$ cat config.mk
export PLATFORM = sky130hd
export DESIGN_NAME = tdes_seq_flat
export DESIGN_NICKNAME = d
export VERILOG_FILES = /design/src/rtl/tdes_pkg.sv /design/src/rtl/tdes_if.sv /design/src/rtl/tdes_timer.sv /design/src/rtl/tdes_seq.sv /design/src/flat_wrapper.sv
export SDC_FILE = /design/constraint.sdc
export NUM_CORES = 1
export LEC_CHECK = 0
export CAP_MARGIN = 20
export CORE_ASPECT_RATIO = 0.6
export CORE_MARGIN = 10
export CORE_UTILIZATION = 44
export DETAILED_ROUTE_END_ITERATION = 8
export PLACE_DENSITY = 0.81
export SLEW_MARGIN = 20
export SYNTH_ARGS = -nofsm -noshare
export SYNTH_HDL_FRONTEND = slang
export SYNTH_SLANG_ARGS = --single-unit
$ cat constraint.sdc
create_clock -name clk -period 2.37 [get_ports clk]
set_input_delay 0.237 -clock clk [delete_from_list [all_inputs] [get_ports clk]]
set_output_delay 0.237 -clock clk [all_outputs]
set_load 0.02 [all_outputs]
$ cat src/rtl/tdes_pkg.sv
// tdes_pkg: shared constants and types for the Triple-DES sequencer.
// Holds state encoding, pass indices and key/direction selection.
package tdes_pkg;

  localparam logic [2:0] S_IDLE  = 3'd0;
  localparam logic [2:0] S_ISSUE = 3'd1;
  localparam logic [2:0] S_WAIT  = 3'd2;
  localparam logic [2:0] S_DONE  = 3'd3;
  localparam logic [2:0] S_ERR   = 3'd4;

  localparam logic [1:0] PASS_0 = 2'd0;
  localparam logic [1:0] PASS_1 = 2'd1;
  localparam logic [1:0] PASS_2 = 2'd2;

  localparam logic [7:0] TIMEOUT_DEF = 8'd127;

  typedef struct packed {
    logic        mode;
    logic        decrypt;
    logic [63:0] key1;
    logic [63:0] key2;
    logic [63:0] key3;
  } req_t;

  typedef struct packed {
    logic [63:0] key;
    logic        decrypt;
  } pass_cfg_t;

  // EDE order: enc K1/K2/K3, dec K3/K2/K1; middle pass flips direction.
  function automatic pass_cfg_t sel_pass(
    input logic [1:0] pass,
    input req_t       r
  );
    pass_cfg_t c;
    c.key     = r.key1;
    c.decrypt = r.decrypt;
    if (r.mode) begin
      if (pass == PASS_1) begin
        c.key     = r.key2;
        c.decrypt = !r.decrypt;
      end else if ((pass == PASS_0) && r.decrypt) begin
        c.key = r.key3;
      end else if ((pass == PASS_2) && !r.decrypt) begin
        c.key = r.key3;
      end
    end
    return c;
  endfunction

endpackage

$ cat src/rtl/tdes_if.sv
// tdes_if: request/response bundle between a host and tdes_seq.
// master drives requests; slave (the sequencer) drives responses.
interface tdes_if;
  logic        i_valid;
  logic        i_mode;
  logic        i_decrypt;
  logic [63:0] i_data;
  logic [63:0] i_key1;
  logic [63:0] i_key2;
  logic [63:0] i_key3;
  logic        o_ready;
  logic        o_valid;
  logic        o_error;
  logic [63:0] o_data;
  logic [1:0]  o_pass;

  modport master (
    output i_valid, i_mode, i_decrypt,
    output i_data, i_key1, i_key2, i_key3,
    input  o_ready, o_valid, o_error,
    input  o_data, o_pass
  );

  modport slave (
    input  i_valid, i_mode, i_decrypt,
    input  i_data, i_key1, i_key2, i_key3,
    output o_ready, o_valid, o_error,
    output o_data, o_pass
  );
endinterface

$ cat src/rtl/tdes_timer.sv
// tdes_timer: per-pass watchdog for engine completion.
// expired flags the WAIT cycle on which the count reaches TIMEOUT.
module tdes_timer
  import tdes_pkg::*;
#(
  parameter logic [7:0] TIMEOUT = TIMEOUT_DEF
) (
  input  logic clk,
  input  logic rst_n,
  input  logic clear,
  input  logic enable,
  output logic expired
);

  logic [7:0] cnt;

  always_ff @(posedge clk) begin
    if (!rst_n) begin
      cnt <= '0;
    end else if (clear) begin
      cnt <= '0;
    end else if (enable) begin
      cnt <= cnt + 8'd1;
    end
  end

  assign expired = enable &&
    (({1'b0, cnt} + 9'd1) >= {1'b0, TIMEOUT});

endmodule

$ cat src/rtl/tdes_seq.sv
// tdes_seq: Triple-DES pass sequencer driving an external DES engine.
// Runs one (single DES) or three (EDE) engine passes per request.
module tdes_seq
  import tdes_pkg::*;
#(
  parameter logic [7:0] TIMEOUT = TIMEOUT_DEF
) (
  input  logic        clk,
  input  logic        rst_n,
  tdes_if.slave       bus,
  output logic        des_i_valid,
  output logic [63:0] des_data,
  output logic [63:0] des_key,
  output logic        des_decrypt,
  input  logic        des_o_valid,
  input  logic [63:0] des_result
);

  logic [2:0]  st;
  logic [2:0]  nxt;
  logic [1:0]  pass;
  logic [1:0]  last;
  req_t        req;
  logic [63:0] blk;
  logic [63:0] res;
  logic        dov_q;
  logic        accept;
  logic        done_evt;
  logic        is_last;
  logic        expired;
  logic        t_clear;
  logic        t_en;
  pass_cfg_t   cfg;

  assign accept   = (st == S_IDLE) && bus.i_valid;
  assign done_evt = (st == S_WAIT) && des_o_valid && !dov_q;
  assign last     = req.mode ? PASS_2 : PASS_0;
  assign is_last  = (pass == last);
  assign cfg      = sel_pass(pass, req);
  assign t_clear  = (st == S_ISSUE);
  assign t_en     = (st == S_WAIT);

  assign des_i_valid = (st == S_ISSUE);
  assign des_data    = blk;
  assign des_key     = cfg.key;
  assign des_decrypt = cfg.decrypt;

  assign bus.o_ready = (st == S_IDLE);
  assign bus.o_valid = (st == S_DONE);
  assign bus.o_error = (st == S_ERR);
  assign bus.o_data  = res;
  assign bus.o_pass  = pass;

  tdes_timer #(
    .TIMEOUT(TIMEOUT)
  ) u_timer (
    .clk    (clk),
    .rst_n  (rst_n),
    .clear  (t_clear),
    .enable (t_en),
    .expired(expired)
  );

  // A completion on the expiry edge wins over the abort.
  always_comb begin
    nxt = st;
    unique case (1'b1)
      st == S_IDLE:  nxt = accept ? S_ISSUE : S_IDLE;
      st == S_ISSUE: nxt = S_WAIT;
      st == S_WAIT: begin
        if (done_evt) begin
          nxt = is_last ? S_DONE : S_ISSUE;
        end else if (expired) begin
          nxt = S_ERR;
        end
      end
      st == S_DONE:  nxt = S_IDLE;
      st == S_ERR:   nxt = S_IDLE;
      default:       nxt = S_IDLE;
    endcase
  end

  always_ff @(posedge clk) begin
    if (!rst_n) begin
      st    <= S_IDLE;
      pass  <= PASS_0;
      dov_q <= 1'b0;
      req   <= '0;
      blk   <= '0;
      res   <= '0;
    end else begin
      st    <= nxt;
      dov_q <= des_o_valid;
      if (accept) begin
        blk         <= bus.i_data;
        req.mode    <= bus.i_mode;
        req.decrypt <= bus.i_decrypt;
        req.key1    <= bus.i_key1;
        req.key2    <= bus.i_key2;
        req.key3    <= bus.i_key3;
        pass        <= PASS_0;
      end
      if (done_evt) begin
        blk <= des_result;
        if (is_last) begin
          res <= des_result;
        end else begin
          pass <= pass + 2'd1;
        end
      end
    end
  end

endmodule

$ cat src/flat_wrapper.sv
// flat-port wrapper written by rule: the top's interface ports become plain ports
module tdes_seq_flat import tdes_pkg::*;
#(
  parameter logic [7:0] TIMEOUT = TIMEOUT_DEF
)
  (clk, rst_n, des_i_valid, des_data, des_key, des_decrypt, des_o_valid, des_result, bus_i_valid, bus_i_mode, bus_i_decrypt, bus_i_data, bus_i_key1, bus_i_key2, bus_i_key3, bus_o_ready, bus_o_valid, bus_o_error, bus_o_data, bus_o_pass);
  tdes_if bus_i ();
  input  logic clk;
  input  logic rst_n;
  output logic des_i_valid;
  output logic [63:0] des_data;
  output logic [63:0] des_key;
  output logic des_decrypt;
  input  logic des_o_valid;
  input  logic [63:0] des_result;
  input wire logic [$bits(bus_i.i_valid)-1:0] bus_i_valid;
  input wire logic [$bits(bus_i.i_mode)-1:0] bus_i_mode;
  input wire logic [$bits(bus_i.i_decrypt)-1:0] bus_i_decrypt;
  input wire logic [$bits(bus_i.i_data)-1:0] bus_i_data;
  input wire logic [$bits(bus_i.i_key1)-1:0] bus_i_key1;
  input wire logic [$bits(bus_i.i_key2)-1:0] bus_i_key2;
  input wire logic [$bits(bus_i.i_key3)-1:0] bus_i_key3;
  output wire logic [$bits(bus_i.o_ready)-1:0] bus_o_ready;
  output wire logic [$bits(bus_i.o_valid)-1:0] bus_o_valid;
  output wire logic [$bits(bus_i.o_error)-1:0] bus_o_error;
  output wire logic [$bits(bus_i.o_data)-1:0] bus_o_data;
  output wire logic [$bits(bus_i.o_pass)-1:0] bus_o_pass;
  assign bus_i.i_valid = bus_i_valid;
  assign bus_i.i_mode = bus_i_mode;
  assign bus_i.i_decrypt = bus_i_decrypt;
  assign bus_i.i_data = bus_i_data;
  assign bus_i.i_key1 = bus_i_key1;
  assign bus_i.i_key2 = bus_i_key2;
  assign bus_i.i_key3 = bus_i_key3;
  assign bus_o_ready = bus_i.o_ready;
  assign bus_o_valid = bus_i.o_valid;
  assign bus_o_error = bus_i.o_error;
  assign bus_o_data = bus_i.o_data;
  assign bus_o_pass = bus_i.o_pass;
  tdes_seq #(.TIMEOUT(TIMEOUT)) u_core (.clk(clk), .rst_n(rst_n), .bus(bus_i), .des_i_valid(des_i_valid), .des_data(des_data), .des_key(des_key), .des_decrypt(des_decrypt), .des_o_valid(des_o_valid), .des_result(des_result));
endmodule
======== Yosys cells after proc, flatten, opt, wreduce, memory -nomap -nowiden ========
Index checks and enable logic that the tools add are counted.
W data, S select, Z words.
storage, ports and cells
  bits in registers ....................... 336
  input bits .............................. 326
  output and inout port bits .............. 199
  logic and storage cells ................. 53
cells by class
  add/sub/neg operators ................... 3
  order comparisons ....................... 1
  eq/ne operators ......................... 8
  multiplexer cells ....................... 16
  bitwise gates (word level) .............. 1
  reduce and logical (&&, ||, !) cells .... 13
operators by type and width
  kind                   count
  $mux W64               5
  $mux W65               1
  $mux W2                5
  $add A8 B1 Y9 const B  1
  $ge A9 B7 Y1 const B   1
  $pmux W3 S3            1
  $add A8 B1 Y8 const B  1
  $eq A3 B2 Y1 const B   2
  $logic_and A1 B1 Y1    6
  $mux W3                2
  $eq A3 B1 Y1 const B   1
  $eq A3 B3 Y1 const B   1
  $logic_not A3 Y1       1
  $ne A3 B1 Y1 const B   1
  $add A2 B1 Y2 const B  1
  $eq A2 B1 Y1 const B   1
  $eq A2 B2 Y1           1
  $eq A2 B2 Y1 const B   1
  $logic_not A1 Y1       2
  $logic_not A2 Y1       1
  $mux W1                2
  $reduce_and A2 Y1      1
  $reduce_bool A2 Y1     1
  $reduce_or A2 Y1       1
  $not A1 Y1             1

======== Depth between registers and ports, before layout ========
Gate-level depths: netlist of the first run.
  depth in word-level cells ............... 6
  depth in mapped cells ................... 8
  mapped depth without buffers ............ 6

======== Modules after synthesis ========
From an unflattened synthesis of the first run, not the netlist that was laid out.
unflattened totals
  cells, all modules ...................... 1806
  area total of the unflattened synthesis .. 14615.3 um2
by module, submodules not included
  module      times used  cells an instance  area each (um2)  sequential area each (um2)
  tdes_seq    1           1751               14161.1          6566.3
  tdes_timer  1           55                 454.2            160.2

======== Worst setup path before layout of the first run ========
No wires, ideal clock.
  kind .................................... flip-flop to output port
  from .................................... reg u_core.pass[0] (netlist: u_core.bus.o_pass[0])
  to ...................................... out des_key[10]
  arrival time ............................ 2.102 ns
  required time ........................... 2.133 ns
  slack ................................... 0.031 ns
  cell stages (with the launch flop) ...... 9
  path buffers ............................ 2
  cell sequence ........................... dfxtp_1 > inv_1 > ha_1 > mux2_2 > nand3b_1 > clkbuf_1 > clkbuf_1 > o22ai_1 > nor2_1
on the way
  word-level cells in the longest chain between the ends .. 6
  elaborated cells on any way between the ends .. 9
  classes of those cells .................. 2 x eq/ne; 4 x mux; 3 x reduce/logical
ends and longest elaborated chain
  element                 line                source
  from (decl)             tdes_seq.sv:21      logic [1:0] pass;
  from (signal assigned)  tdes_seq.sv:108     pass <= pass + 2'd1;
  $eq A2 B2 Y1            tdes_pkg.sv:44      end else if ((pass == PASS_2) && !r.decrypt) begin
  $logic_and A1 B1 Y1     tdes_pkg.sv:44
  $mux W64                tdes_pkg.sv:44
  $mux W64                tdes_pkg.sv:42      end else if ((pass == PASS_0) && r.decrypt) begin
  $mux W64 *              tdes_pkg.sv:39      if (pass == PASS_1) begin
  $mux W65 *              tdes_pkg.sv:38      if (r.mode) begin
  to (decl)               flat_wrapper.sv:12  output logic [63:0] des_key;
Mark *: on every way between the ends. The rest lies on a longest branch, timed or not.

======== Worst setup path after layout of the first run ========
  from .................................... reg u_core.pass[0] (netlist: u_core.bus.o_pass[0])
  to ...................................... out des_key[55]
The elaborated chain is that of the path after synthesis.

==> results of run 1 <==
[layer usage]
| metal | global-route usage (%) | part of all wire [%] | vias up |
|---|---|---|---|
| met5 | 0 | 0.039 | - |
| met4 | 13.4 | 5.2 | 4 |
| met3 | 7.84 | 9.6 | 194 |
| met2 | 46.8 | 48 | 816 |
| met1 | 32.2 | 38 | 7077 |
| li1 | - | - | 6910 |
[flip-flops by register name (all words and copies together) (netlist names)]
signal              flops
u_core.bus.o_pass       2
u_core.des_data        64
u_core.dov_q            1
u_core.req            194
u_core.st               3
u_core.u_timer.cnt      8
u_core.bus.o_data      64
[cells in the mapped netlist, drive strengths merged]
cell type	number	area [sq um]
o21a	2	15.0
ha	5	62.6
and3	2	12.5
o211ai	2	15.0
mux2	1	11.3
and2	3	18.8
xnor2	4	35.0
and4	2	17.5
nor2b	2	12.5
a21boi	1	7.51
dfxtp	336	6730
nand2	650	2440
nand3	2	10.0
nor4b	1	23.8
nor2	203	762
a311oi	64	561
nor3b	4	35.0
nor3	1	5.00
mux2i	2	20.0
nand3b	2	15.0
a21oi	262	1310
and4b	2	20.0
nand2b	1	6.26
xor2	6	52.6
nand4	3	18.8
a211oi	2	15.0
clkbuf	107	403
inv	6	22.5
o32ai	2	17.5
buf	35	168
o22ai	63	394
[worst paths after layout]
check                                         start                                 end  slack (ns)
hold reg to reg   u_core.bus.o_data[1]$_SDFFE_PN0P_   u_core.bus.o_data[1]$_SDFFE_PN0P_        0.45
setup / recovery    u_core.bus.o_pass[0]$_SDFF_PN0_                         des_key[55]       -0.21
hold / removal                       bus_i_key2[21]         u_core.req[85]$_SDFFE_PN0P_        0.21
setup reg to reg    u_core.bus.o_pass[0]$_SDFF_PN0_  u_core.bus.o_data[45]$_SDFFE_PN0P_       -0.02
[layout make-up]
class	count	area share, %
diodes	12	0.144
clock buffers	43	4.22
clock inverters	13	0.726
inverters	6	0.168
multi-input cells	1294	29.9
flip-flops and latches	336	32.3
well taps	408	2.45
repair buffers	606	30.1
[power by group through the flow]
stage | sequential, mW | clock (mW) | combinational (mW)
after floorplan | 6.49 | 0 | 1.13
after global routing | 6.33 | 5.46 | 3.04
final | 6.30 | 5.18 | 2.84
after detailed placement | 6.40 | 0 | 2.77
after global placement | 6.39 | 0 | 2.71
after CTS | 6.28 | 5.23 | 2.76
[cells by family after synthesis]
group           Yosys count
xor+xnor                 10
fa+ha+maj                 5
compound gates          398
simple gates            878
flops                   336
mux                       3
buf+inv                 148
[what timing repair did]
| action | 4_1_cts | 5_1_grt |
|---|---|---|
| resized for setup | 336 | 98 |
| buffers inserted | 20 | 6 |
| cloned | 2 | 10 |
| setup endpoints to repair | 65 | 131 |
| pin swaps | 5 | 43 |
[worst reg2reg max path: cells and delay by family (launching register included)]
kind | cells | cell delay [ns]
simple gates | 2 | 0.32
flops | 1 | 0.37
compound gates | 1 | 0.13
buf+inv | 12 | 1.51
==> summary.txt, run 1 <==
STA
  – Actual slew at the worst max-slew pin: 0.533 ns
  – Hold Vio Cnt, Final: 0
  – Final Cycle Share: 109%
  – Post-route setup slack: -0.210 ns
  – Final Setup Violations: 64
  – Tmin final: ~2.6 ns
  – Hold slack: roughly 0.21 ns
  – RSZ-0062 raised after global routing: true
  – Clk_skew: around 0.008 ns
  – Max-slew headroom: between 60 and 70%
  – F_max: about 390 MHz
  – Max Slew Vio Count: 0
  – Setup TNS Final: -9.07 ns

Logic synthesis
  – Synth Area in Compound Gates: 17.7%
  – Synthesis Warnings: 0
  – Syn Area/Cell: 7.44 sq um
  – Cells after synthesis: 1,778
  – Synth Area in Simple Gates: 25.7%
  – Yosys cell types: 35
  – Post-Synth XOR/XNOR Area: less than 1%
  – Adder-cell share of the synthesized area: 0.473%
  – Mapped cell area: approximately 13,000 sq um
  – Post-synthesis sequential area ratio: between 50% and 60%
  – Largest family of logic cells by synthesized area: simple AND/OR/NAND/NOR gates
  – Mux cell area share after synthesis: less than 1%
  – FF+latch count, synth: ~340
  – Net Count, Synth: 2,109

Clock network
  – CTS Hold Bufs: 0
  – Root Buffer: clkbuf_16
  – H-Tree Depth: 1
  – CTS buffer count: 31
  – Clock Path Buffers: 3
  – Clk pin slew, worst setup/hold paths: approximately 0.07 ns
  – Clock Latency Late Sink: ~0.57 ns
  – CTS tree: built
  – Clock sinks: between 300 and 400

Power and ir drop
  – P_leak: slightly below 8 nW
  – Total power draw: roughly 14 mW
  – Comb pwr share: between 10% and 20%
  – Worst IR Drop VDD: between 0.5 and 0.6 mV
  – Reg power frac: between 40% and 50%
  – Internal power: 10.3 mW
  – Sw Ratio: between 20% and 30%
  – Power density cells: 687 nW/um^2
  – Clock power frac: a little over a third
  – NetSw: 4.02 mW

Critical path
  – Max incr delay on CP: roughly 0.37 ns
  – Slowest library cell on the worst path: dfxtp_2
  – Worst path cell trace: inv_4 -> ha_4 -> mux2_4 -> nand3b_1 -> buf_6 -> buf_12 -> buf_6 -> o22ai_4 -> nor2_2 -> buf_6
  – Largest delay share family, worst path: buffers and inverters
  – Critical path arrival: around 2.3 ns
  – Startpoint types: flop
  – Worst-path fanout max: 6
  – Worst path depth: 10
  – Register-to-Register Path Depth: 15
  – Kind of critical path: reg -> out
  – Required time of the critical path: between 2 and 2.5 ns
  – Worst path buffer plus inverter count: 5
  – Crit end category: output port
  – Most common cell on crit path: buf_6

Place
  – Cell Area, Placed: ~19,000 sq um
  – Detailed Place HPWL: about 40 mm
  – Placed cells: 2,615
  – Dpl ws: -0.0429 ns
  – Number of port buffers: between 500 and 600
  – Routability Congestion: 0.916

Layout
  – Multi-input gate area: 6240 sq um
  – Final cell area excluding filler cells: between 20,000 and 25,000 sq um
  – P&R area growth vs syn: 57.6%
  – Fillers: 2,307
  – Nets@finish: about 2,600
  – Post-route core utilization: between 60% and 70%
  – Seq. cell area: a little under 7000 sq um
  – Most frequent cells in the layout: nand2_1, clkdlybuf4s50_1, dfxtp_1, a21oi_1, nor2_1
  – Non-filler instance count after layout: approximately 2,700
  – Most common cell after layout, fill and taps aside: nand2_1
  – Layout cells sized above 1: ~11%

Route
  – Vias: around 15,000
  – Initial DRC Count: 1,390
  – DRC viols: 0
  – WL final: ~59 mm
  – Post-DR vias/cell: approximately 5.5
  – Routed wire per std cell: between 20 and 25 um
  – 1st-pass router iterations: 6
  – Antenna-violating nets left: 0

Global route
  – First-pass GRT wire length: ~84 mm
  – Largest net degree at the start of global routing: between 60 and 70
  – Initial antenna violation count: 12
  – Number of global-route vias before repair: about 14,000
  – GRT Total Usage: 27.8%
  – Total grt overflow: 0

Floorplanning
  – Row count: 49
  – Chip width: about 240 um
  – Die area: ~38,000 sq um
  – Ports: around 530
  – Die height: between 150 and 200 um
  – Core Area: between 20,000 and 30,000 sq um
  – Initial Util: 44.4%

Status
  – Status: complete, but fails checks
  – Failing checks: setup timing

Job
  – Max-Cap Viols: 0

Hold path
  – HP Class: in -> reg
  – Worst hold path depth: 3
Note: power is estimated with default switching activity, not from simulation.
==> inputs of run 2 (changes only) <==
--- a/config.mk
+++ b/config.mk
@@ -6,11 +6,10 @@
 export NUM_CORES = 1
 export LEC_CHECK = 0
 export CAP_MARGIN = 20
-export CORE_ASPECT_RATIO = 0.6
-export CORE_MARGIN = 10
-export CORE_UTILIZATION = 44
+export CORE_AREA = 2 2 205 207
 export DETAILED_ROUTE_END_ITERATION = 8
-export PLACE_DENSITY = 0.81
+export DIE_AREA = 0 0 207 209
+export SKIP_LAST_GASP = 1
 export SLEW_MARGIN = 20
 export SYNTH_ARGS = -nofsm -noshare
 export SYNTH_HDL_FRONTEND = slang
==> summary.txt, run 2 (synthesis gave the netlist of run 1 again) <==
Status
  – Failing checks: setup timing (unchanged)
  – Status: complete, but fails checks (unchanged)

Critical path
  – Register-to-Register Path Depth: 5 (was 15)
  – Worst path buffer plus inverter count: 5 (unchanged)
  – Crit path from: u_core.bus.o_pass[1]$_SDFF_PN0_ (was u_core.bus.o_pass[0]$_SDFF_PN0_)
  – FF-to-FF End: u_core.st[1]$_SDFFE_PN0P_ (was u_core.bus.o_data[45]$_SDFFE_PN0P_)
  – Critical path arrival: 2.28 ns (was 2.34 ns)
  – Worst-path fanout max: 8 (was 6)
  – Kind of critical path: reg -> out (unchanged)
  – Largest delay share family, worst path: buffers and inverters (unchanged)
  – Slowest library cell on the worst path: dfxtp_4 (was dfxtp_2)
  – Worst path cell trace: inv_4 -> ha_4 -> mux2_4 -> nand3b_1 -> buf_12 -> buf_12 -> buf_16 -> o22ai_1 -> nor2_1 -> buf_4 (was inv_4 -> ha_4 -> mux2_4 -> nand3b_1 -> buf_6 -> buf_12 -> buf_6 -> o22ai_4 -> nor2_2 -> buf_6)
  – Crit end category: output port (unchanged)
  – Required time of the critical path: 2.13 ns (about the same)
  – Startpoint types: flop (unchanged)
  – Most common cell on crit path: buf_12 (was buf_6)
  – Max incr delay on CP: 0.38 ns (was 0.37 ns)
  – Worst path depth: 10 (unchanged)
  – CP endpoint: des_key[49] (was des_key[55])
  – R2R Path Start: u_core.st[1]$_SDFFE_PN0P_ (was u_core.bus.o_pass[0]$_SDFF_PN0_)
  – Worst R2R Setup Slack: 0.35 ns (was -0.02 ns)

Clock network
  – CTS buffer count: 39 (was 31)
  – H-Tree Depth: 2 (was 1)
  – CTS tree: built (unchanged)
  – Clock Path Buffers: 3 (unchanged)
  – Clk pin slew, worst setup/hold paths: 0.06 ns (was 0.07 ns)
  – Clock sinks: 336 (unchanged)
  – Clock Latency Late Sink: 0.55 ns (was 0.57 ns)
  – Root Buffer: clkbuf_16 (unchanged)

Route
  – Post-DR vias/cell: 4.95 (was 5.52)
  – DRC viols: 0 (unchanged)
  – Initial DRC Count: 1,072 (was 1,390)
  – Routed wire per std cell: 18.7 um (was 21.7 um)
  – Antenna-violating nets left: 0 (unchanged)
  – Vias: 14,100 (was 15,000)
  – WL final: 53.1 mm (was 59.1 mm)
  – 1st-pass router iterations: 5 (was 6)

Layout
  – Final cell area excluding filler cells: 20,900 sq um (about the same)
  – Layout cells sized above 1: 10.1% (was 11.3%)
  – Post-route core utilization: 50.7% (was 70.0%)
  – Nets@finish: 2,593 (was 2,606)
  – Most frequent cells in the layout: nand2_1, clkdlybuf4s50_1, dfxtp_1, a21oi_1, nor2_1 (unchanged)
  – Biggest register: u_core.req (unchanged)
  – P&R area growth vs syn: 58.1% (was 57.6%)
  – Most common cell after layout, fill and taps aside: nand2_1 (unchanged)
  – Non-filler instance count after layout: 2,837 (was 2,718)
  – Largest register FFs: 194 (unchanged)

Place
  – Number of port buffers: 524 (unchanged)
  – Routability Congestion: 0.896 (was 0.916)
  – Placed cells: 2,752 (was 2,615)
  – Detailed Place HPWL: 37.8 mm (was 39.9 mm)
  – Cell Area, Placed: 19,300 sq um (was 19,100 sq um)

Power and ir drop
  – Worst IR Drop VDD: 0.407 mV (was 0.573 mV)
  – P_leak: 7.89 nW (was 7.93 nW)
  – Power density cells: 722 nW/um^2 (was 687 nW/um^2)

Floorplanning
  – Die area: 43,300 sq um (was 37,600 sq um)
  – Die height: 209 um (was 154 um)
  – Initial Util: 32.1% (was 44.4%)
  – Row count: 75 (was 49)
  – Core Area: 41,300 sq um (was 29,800 sq um)
  – Chip width: 207 um (was 244 um)
  – Ports: 525 (unchanged)

STA
  – Tmin final: 2.52 ns (was 2.58 ns)
  – Max-slew headroom: 46.6% (was 64.4%)
  – RSZ-0062 raised after global routing: true (unchanged)
  – Setup TNS Final: -4.82 ns (was -9.07 ns)
  – Post-route setup slack: -0.145 ns (was -0.210 ns)
  – Final Setup Violations: 64 (unchanged)
  – Final Cycle Share: 106% (was 109%)
  – Hold slack: 0.226 ns (was 0.211 ns)
  – F_max: 398 MHz (was 388 MHz)
  – Clk_skew: 0.0252 ns (was 0.00797 ns)
  – Max Slew Vio Count: 0 (unchanged)
  – Actual slew at the worst max-slew pin: 0.801 ns (was 0.533 ns)
  – Hold Vio Cnt, Final: 0 (unchanged)

Global route
  – Largest net degree at the start of global routing: 84 (was 67)
  – First-pass GRT wire length: 80.5 mm (was 84.0 mm)
  – GRT Total Usage: 23.5% (was 27.8%)
  – Number of global-route vias before repair: 13,700 (was 14,400)
  – Total grt overflow: 0 (unchanged)
  – Initial antenna violation count: 21 (was 12)

Hold path
  – HP Class: in -> reg (unchanged)

Job
  – Max-Cap Viols: 0 (unchanged)
run 2: cell count changes in the layout (fill, tap and decap cells not counted), moves of 4 or more:
cell | previous run | this run
o22ai_2 | 11 | 5
buf_12 | 32 | 26
nor2_1 | 197 | 189
buf_4 | 91 | 87
nand2_2 | 5 | 0
nor2_2 | 4 | 10
a21oi_1 | 245 | 261
a21oi_2 | 17 | 0
buf_6 | 15 | 7
nand2_1 | 641 | 647
run 2: metrics by stage:
step	setup WS (ns)	total power, mW
after CTS	-0.189	15.2
final	-0.145	15.1
after global placement	-0.0587	9.09
after floorplan	0.0312	7.62
after detailed placement	-0.0883	9.11
after global routing	-0.251	15.7
run 2: power breakdown:
part           internal, mW  switching, mW  total, mW
combinational          1.29           1.41       2.70
sequential             6.04          0.252       6.30
clock                  3.69           2.42       6.11
run 2: worst min-delay path by stage:
| stage | from | end | slack (ns) | cells past startpoint |
|---|---|---|---|---|
| floorplan | rst_n | u_core.bus.o_pass[0]$_SDFF_PN0_ | 0.35 | 1 |
| global placement | u_core.bus.o_data[18]$_SDFFE_PN0P_ | u_core.bus.o_data[18]$_SDFFE_PN0P_ | 0.44 | 2 |
| detailed placement | u_core.bus.o_data[23]$_SDFFE_PN0P_ | u_core.bus.o_data[23]$_SDFFE_PN0P_ | 0.45 | 2 |
| CTS | bus_i_key3[28] | u_core.req[28]$_SDFFE_PN0P_ | 0.19 | 3 |
| global route | bus_i_key1[41] | u_core.req[169]$_SDFFE_PN0P_ | 0.21 | 3 |
| finish | bus_i_key3[28] | u_core.req[28]$_SDFFE_PN0P_ | 0.23 | 3 |
run 2: final cells by class:
class | instances | area [sq um]
clock inverters | 11 | 148
inverters | 6 | 32.5
clock buffers | 55 | 1150
repair buffers | 585 | 5980
fillers | 4062 | 20400
diodes | 11 | 27.5
multi-input cells | 1294 | 6190
flip-flops and latches | 336 | 6730
well taps | 539 | 674
run 2: what timing repair did:
action	in CTS	in global routing
setup endpoints to repair	66	66
gates cloned	4	0
pin swaps	24	17
gates resized for setup	353	38
hold buffers	0	0
buffers inserted	4	1
run 2: worst reg2reg max path: stages, from the launching register on:
cell	delay, ns
dfxtp_1	0.46
nor3b_2	0.50
and4_2	0.34
buf_12	0.29
a21oi_1	0.11
o32ai_1	0.23
run 2: layer usage:
metal  global-route usage, %  wire length (um)  vias to the layer above
met4                    11.2              1820                       18
met3                    7.95              4770                      110
met5                       0               114                        -
met1                    28.4             21500                     6508
met2                    37.6             24800                      552
li1                        -                 -                     6864
